**src/rtl/lsu_align_unit_pkg.sv**
```systemverilog
// Shared definitions for the load/store alignment unit: funct3 codes, FSM states,
// access sizing and legality helpers.
package lsu_pkg;

   localparam logic [2:0] F3_B  = 3'b000;
   localparam logic [2:0] F3_H  = 3'b001;
   localparam logic [2:0] F3_W  = 3'b010;
   localparam logic [2:0] F3_BU = 3'b100;
   localparam logic [2:0] F3_HU = 3'b101;

   typedef enum logic [1:0] {
      ST_IDLE = 2'd0,
      ST_ACC0 = 2'd1,
      ST_ACC1 = 2'd2,
      ST_RESP = 2'd3
   } lsu_state_e;

   function automatic logic [3:0] size_bytes(input logic [2:0] funct3);
      case (funct3[1:0])
         2'b00:   return 4'd1;
         2'b01:   return 4'd2;
         default: return 4'd4;
      endcase
   endfunction

   function automatic logic is_legal(input logic read, input logic write, input logic [2:0] funct3);
      if (read && write) return 1'b0;
      if (read)
         return (funct3 == F3_B) || (funct3 == F3_H) || (funct3 == F3_W) ||
                (funct3 == F3_BU) || (funct3 == F3_HU);
      if (write)
         return (funct3 == F3_B) || (funct3 == F3_H) || (funct3 == F3_W);
      return 1'b0;
   endfunction

endpackage

```
**src/rtl/lsu_align_unit_byte_lane.sv**
```systemverilog
// Combinational lane steering: byte enables and store data shift across two words,
// load data merge, shift and sign/zero extension.
module lsu_byte_lane
   import lsu_pkg::*;
(
   input  logic [2:0]  funct3_i,
   input  logic [1:0]  offset_i,
   input  logic [31:0] wdata_i,
   input  logic [31:0] rdata_i,
   input  logic [31:0] lo_i,
   output logic [7:0]  be8_o,
   output logic        split_o,
   output logic [63:0] wdata64_o,
   output logic [31:0] load_o
);

   logic [3:0]  n;
   logic [3:0]  mask4;
   logic [4:0]  sh;
   logic [63:0] d64;
   logic [31:0] field;

   always_comb begin
      n         = size_bytes(funct3_i);
      mask4     = (n == 4'd1) ? 4'b0001 : (n == 4'd2) ? 4'b0011 : 4'b1111;
      sh        = {offset_i, 3'b000};
      be8_o     = {4'b0000, mask4} << offset_i;
      split_o   = |be8_o[7:4];
      wdata64_o = {32'b0, wdata_i} << sh;
      // word0 was captured into lo_i on the previous cycle; rdata_i is the last word read
      d64       = split_o ? {rdata_i, lo_i} : {32'b0, rdata_i};
      field     = 32'(d64 >> sh);
      case (funct3_i)
         F3_B:    load_o = {{24{field[7]}}, field[7:0]};
         F3_H:    load_o = {{16{field[15]}}, field[15:0]};
         F3_BU:   load_o = {24'b0, field[7:0]};
         F3_HU:   load_o = {16'b0, field[15:0]};
         default: load_o = field;
      endcase
   end

endmodule

```
**src/rtl/lsu_align_unit.sv**
```systemverilog
// Load/store alignment stage: turns byte-addressed requests into one or two word
// accesses with byte enables, and returns extended load data with a completion pulse.
module lsu_align_unit
   import lsu_pkg::*;
#(
   parameter int unsigned DM_ADDRESS = 9,
   parameter int unsigned DATA_W     = 32
) (
   input  logic                  clk,
   input  logic                  rst_n,
   input  logic                  req_valid,
   output logic                  req_ready,
   input  logic                  req_read,
   input  logic                  req_write,
   input  logic [2:0]            req_funct3,
   input  logic [DM_ADDRESS-1:0] req_addr,
   input  logic [DATA_W-1:0]     req_wdata,
   output logic [DM_ADDRESS-1:0] mem_addr,
   output logic                  mem_re,
   output logic                  mem_we,
   output logic [3:0]            mem_be,
   output logic [DATA_W-1:0]     mem_wdata,
   input  logic [DATA_W-1:0]     mem_rdata,
   output logic                  resp_valid,
   output logic [DATA_W-1:0]     resp_rdata,
   output logic                  resp_err
);

   lsu_state_e            state_q, state_d;
   logic                  accept;
   logic                  read_q, write_q, err_q;
   logic [2:0]            f3_q;
   logic [DM_ADDRESS-1:0] addr_q;
   logic [DATA_W-1:0]     wdata_q;
   logic [DATA_W-1:0]     lo_q;

   logic [7:0]            be8;
   logic                  split;
   logic [63:0]           wdata64;
   logic [31:0]           load_data;
   logic [DM_ADDRESS-1:0] word0, word1;

   lsu_byte_lane u_lane (
      .funct3_i  (f3_q),
      .offset_i  (addr_q[1:0]),
      .wdata_i   (wdata_q),
      .rdata_i   (mem_rdata),
      .lo_i      (lo_q),
      .be8_o     (be8),
      .split_o   (split),
      .wdata64_o (wdata64),
      .load_o    (load_data)
   );

   assign word0 = {addr_q[DM_ADDRESS-1:2], 2'b00};
   assign word1 = word0 + DM_ADDRESS'(4);

   always_ff @(posedge clk or negedge rst_n) begin
      if (!rst_n) state_q <= ST_IDLE;
      else        state_q <= state_d;
   end

   always_ff @(posedge clk or negedge rst_n) begin
      if (!rst_n) begin
         read_q  <= 1'b0;
         write_q <= 1'b0;
         err_q   <= 1'b0;
         f3_q    <= '0;
         addr_q  <= '0;
         wdata_q <= '0;
         lo_q    <= '0;
      end else begin
         if (accept) begin
            read_q  <= req_read;
            write_q <= req_write;
            err_q   <= !is_legal(req_read, req_write, req_funct3);
            f3_q    <= req_funct3;
            addr_q  <= req_addr;
            wdata_q <= req_wdata;
         end
         if (state_q == ST_ACC1) lo_q <= mem_rdata;
      end
   end

   always_comb begin
      state_d    = state_q;
      accept     = 1'b0;
      req_ready  = 1'b0;
      mem_addr   = '0;
      mem_re     = 1'b0;
      mem_we     = 1'b0;
      mem_be     = '0;
      mem_wdata  = '0;
      resp_valid = 1'b0;
      resp_rdata = '0;
      resp_err   = 1'b0;
      case (state_q)
         ST_IDLE: begin
            req_ready = 1'b1;
            if (req_valid && (req_read || req_write)) begin
               accept  = 1'b1;
               state_d = is_legal(req_read, req_write, req_funct3) ? ST_ACC0 : ST_RESP;
            end
         end
         ST_ACC0: begin
            mem_addr  = word0;
            mem_be    = be8[3:0];
            mem_wdata = wdata64[31:0];
            mem_re    = read_q;
            mem_we    = write_q;
            state_d   = split ? ST_ACC1 : ST_RESP;
         end
         ST_ACC1: begin
            mem_addr  = word1;
            mem_be    = be8[7:4];
            mem_wdata = wdata64[63:32];
            mem_re    = read_q;
            mem_we    = write_q;
            state_d   = ST_RESP;
         end
         default: begin
            resp_valid = 1'b1;
            resp_err   = err_q;
            resp_rdata = (read_q && !err_q) ? load_data : '0;
            state_d    = ST_IDLE;
         end
      endcase
   end

endmodule

```
**config.mk**
```make
export PLATFORM = sky130hd
export DESIGN_NAME = lsu_align_unit
export DESIGN_NICKNAME = d
export VERILOG_FILES = /design/src/rtl/lsu_align_unit_pkg.sv /design/src/rtl/lsu_align_unit_byte_lane.sv /design/src/rtl/lsu_align_unit.sv
export SDC_FILE = /design/constraint.sdc
export NUM_CORES = 1
export LEC_CHECK = 0
export BUFFER_PORTS_ARGS = -buffer_cell sky130_fd_sc_hd__buf_2
export CAP_MARGIN = 10
export CORE_MARGIN = 2
export CORE_UTILIZATION = 37
export DETAILED_ROUTE_END_ITERATION = 12
export HOLD_SLACK_MARGIN = 0.02
export SYNTH_ARGS = -nofsm -noshare
export SYNTH_HDL_FRONTEND = slang
export SYNTH_SLANG_ARGS = --single-unit
```
**constraint.sdc**
```tcl
create_clock -name clk -period 2.33 [get_ports clk]
set_input_delay 0.1165 -clock clk [delete_from_list [all_inputs] [get_ports clk]]
set_output_delay 0.1165 -clock clk [all_outputs]
set_load 0.1 [all_outputs]
```
==> flow_metrics.tcl <==
set metrics [dict create \
    cts.sinks 73 \
    arrival_ns 2.39 \
    drv_slew 0 \
    grt_most_used_layer "met2" \
    antenna_found_initial 0 \
    instances_no_fill 1002 \
    grt_pass1_wl_mm 32.5 \
    worstSetupEndpointType "primary output" \
    finalCritPeriodShare_pct 108 \
    worstPathRequired_ns 2.21 \
    cts_buffers 9 \
    insertion_delay_ns 0.35 \
    yosys_warnings 0 \
    synth_seq_cells 73 \
    synth_top_area_share_pct 32.3 \
    htree_num_levels 3 \
    status "finished with violations" \
    slew_headroom_pct 45.4 \
    vias_per_cell 5.85 \
    core_mm2 0.0151 \
    worstMarginPinSlew_ns 0.819 \
    start_util_pct 37.5 \
    vias 5857 \
    synth_area_per_cell_um2 9.53 \
    path_buf_inv 3 \
    grt_use_met3_pct 6.57 \
    gp_congestion 0.889 \
    grt_max_degree 61 \
    crit_type "flop to primary output" \
    gr-usage-met1_pct 31.6 \
    fin_nets 895 \
    overflow 0 \
    path_common_cell "buf_12" \
    clkTransAtPathRegs_ns 0.06 \
    ios 163 \
    violations "setup timing" \
    cts_tree "built" \
    clock.fmax_ghz 0.398 \
    path_delay_family "compound AO/OA/AOI/OAI gates" \
    portBuffers 160 \
    post-place-cells 928 \
    rsz0062_at_grt "yes" \
    drive_above_1_share_pct 51.8 \
    crit_path_start_kind "flop" \
    dr.pass1.iters 5 \
    synth-edff-count 0 \
    final_core_util_pct 62.9 \
    die-width_um 128 \
    die_height_um 128 \
    drc 0 \
    dp_hpwl_mm 14.0 \
    post-route-min-period_ns 2.51 \
    grt_pass1_vias 6088 \
    drt_iter0_drc 553 \
    synth_cell_type_count 49 \
    grtUsageTotal_pct 25.3 \
    yosys_most_used_dff "dfrtp_1" \
    crit_slowest_cell "dfrtp_2" \
    setup_slack_ns -0.180 \
    root_buffer "clkbuf_16" \
    synth-seq-area-share_pct 32.3 \
    grt.met2_usage_pct 42.7 \
    clockBufferDepth 2 \
    netlist_area_mm2 0.00565 \
    synthArstFlopShare_pct 100 \
    routed_wl_mm 20.4 \
    synth_top_area_cell "dfrtp_1" \
    path_cells "buf_12 > a21o_1 > buf_4 > and3_1 > a211o_1 > o21ai_0 > a22oi_2 > buf_12" \
    fillers 1164 \
    ys_top_cells_by_area "dfrtp_1 32%, mux2_2 17%, mux2i_1 8.3%" \
    ant_nets 0 \
    clock_skew_ns 0.00545 \
    hold_violations 0 \
    syn2layout_area_growth_pct 67.9 \
    worstPathMaxFanout 25 \
    setup_violations 24 \
    hp-class "input pin to flop" \
    synthCells 593 \
    dieArea_mm2 0.0163 \
    slowest_delay_ns 0.49 \
    post_drt_wl_per_cell_um 20.3 \
    drv_cap 0 \
    rows 45 \
    diodes 0 \
]
-- cell type report --
class / instances / area (um2) / share of cell area, %
Timing Repair Buffer: 258 / 2940 / 30.9
Inverter: 13 / 50.0 / 0.527
Multi-Input combinational cell: 454 / 4120 / 43.4
Tap cell: 188 / 235 / 2.48
Clock buffer: 12 / 267 / 2.81
Clock inverter: 4 / 50.0 / 0.527
Sequential cell: 73 / 1830 / 19.3
-- Yosys cell counts, types with 18 or more instances --
library cell / number
mux2_2: 87
dfrtp_1: 73
a21oi_1: 57
mux2i_1: 47
nor2_1: 33
o21ai_0: 31
a211oi_1: 24
a22oi_1: 22
clkbuf_1: 22
nand2_1: 21
buf_2: 20
nor2b_1: 19
o22ai_1: 18
-- worst paths after layout --
path	startpoint	depth (start not counted)	endpoint	slack, ns
worst max-delay path	addr_q[1]	8	resp_rdata[27]	-0.18
worst min-delay path	req_funct3[1]	2	f3_q[1]	0.03
worst max register to register	addr_q[1]	6	state_q[0]	0.48
worst min register to register	err_q	1	err_q	0.50
max in group asynchronous	rst_n	3	wdata_q[7]	1.27
min in group asynchronous	rst_n	2	lo_q[21]	0.39
-- metrics by stage --
| step | setup WS [ns] | hold slack, ns | cell area [um2] | setup TNS (ns) |
|---|---|---|---|---|
| floorplan | -0.503 | -0.179 | 6140 | -8.86 |
| global placement | 0.156 | 0.246 | 8390 | 0 |
| detailed placement | 0.114 | 0.255 | 8390 | 0 |
| CTS | -0.175 | 0.0258 | 9400 | -2.36 |
| global route | -0.217 | 0.0489 | 9500 | -3.89 |
| finish | -0.180 | 0.0331 | 9500 | -2.84 |
-- metal layers --
metal  wire, um  vias up
met5          0        -
met4        565        0
met3       1560       44
met2       9980      290
met1       8260     2883
li1           -     2640
-- cell usage in the layout (no fill, tap or decap), types with 9 or more instances in the layout --
cell type | synthesis | routed
a21oi_4 | 0 | 10
and3_1 | 9 | 9
o22ai_1 | 18 | 17
buf_2 | 20 | 84
o21ai_2 | 0 | 11
dlygate4sd3_1 | 0 | 43
a21oi_1 | 57 | 47
o21ai_0 | 31 | 11
nor2b_1 | 19 | 10
dfrtp_1 | 73 | 69
mux2i_1 | 47 | 46
mux4_2 | 9 | 9
clkbuf_16 | 0 | 9
and2_1 | 15 | 12
buf_12 | 0 | 81
mux2_2 | 87 | 88
buf_4 | 2 | 37
a211oi_4 | 0 | 9
inv_1 | 12 | 10
nor2_1 | 33 | 31
nand2_1 | 21 | 15
a22oi_1 | 22 | 16
-- timing repair --
item / CTS / global route
hold buffers: 43 / 0
gates cloned: 2 / 0
gates resized for setup: 41 / 24
endpoints found under the setup margin: 67 / 63
pin swaps: 6 / 5
setup buffers: 9 / 5
endpoints found under the hold margin: 100 / 0
-- registers in the layout (all words and copies together), names as in the netlist --
name	cells
write_q	1
state_q	2
lo_q	24
f3_q	3
err_q	1
wdata_q	32
addr_q	9
read_q	1
-- cell families (layout without fill, tap and decap cells) --
logic type      Yosys count  in the layout  share of synthesized area (%)
xor+xnor                  3              3                          0.465
simple gates            117            117                           10.5
compound gates          183            183                           20.8
fa+ha+maj                 5              5                           1.11
other cells               1              2                         0.0663
buf+inv                  67            287                           5.31
flops                    73             73                           32.3
mux                     144            144                           29.4
Power is left out: the tool's default activity adds up to more than one toggle a clock period on the data nets, which glitch-free logic cannot reach.
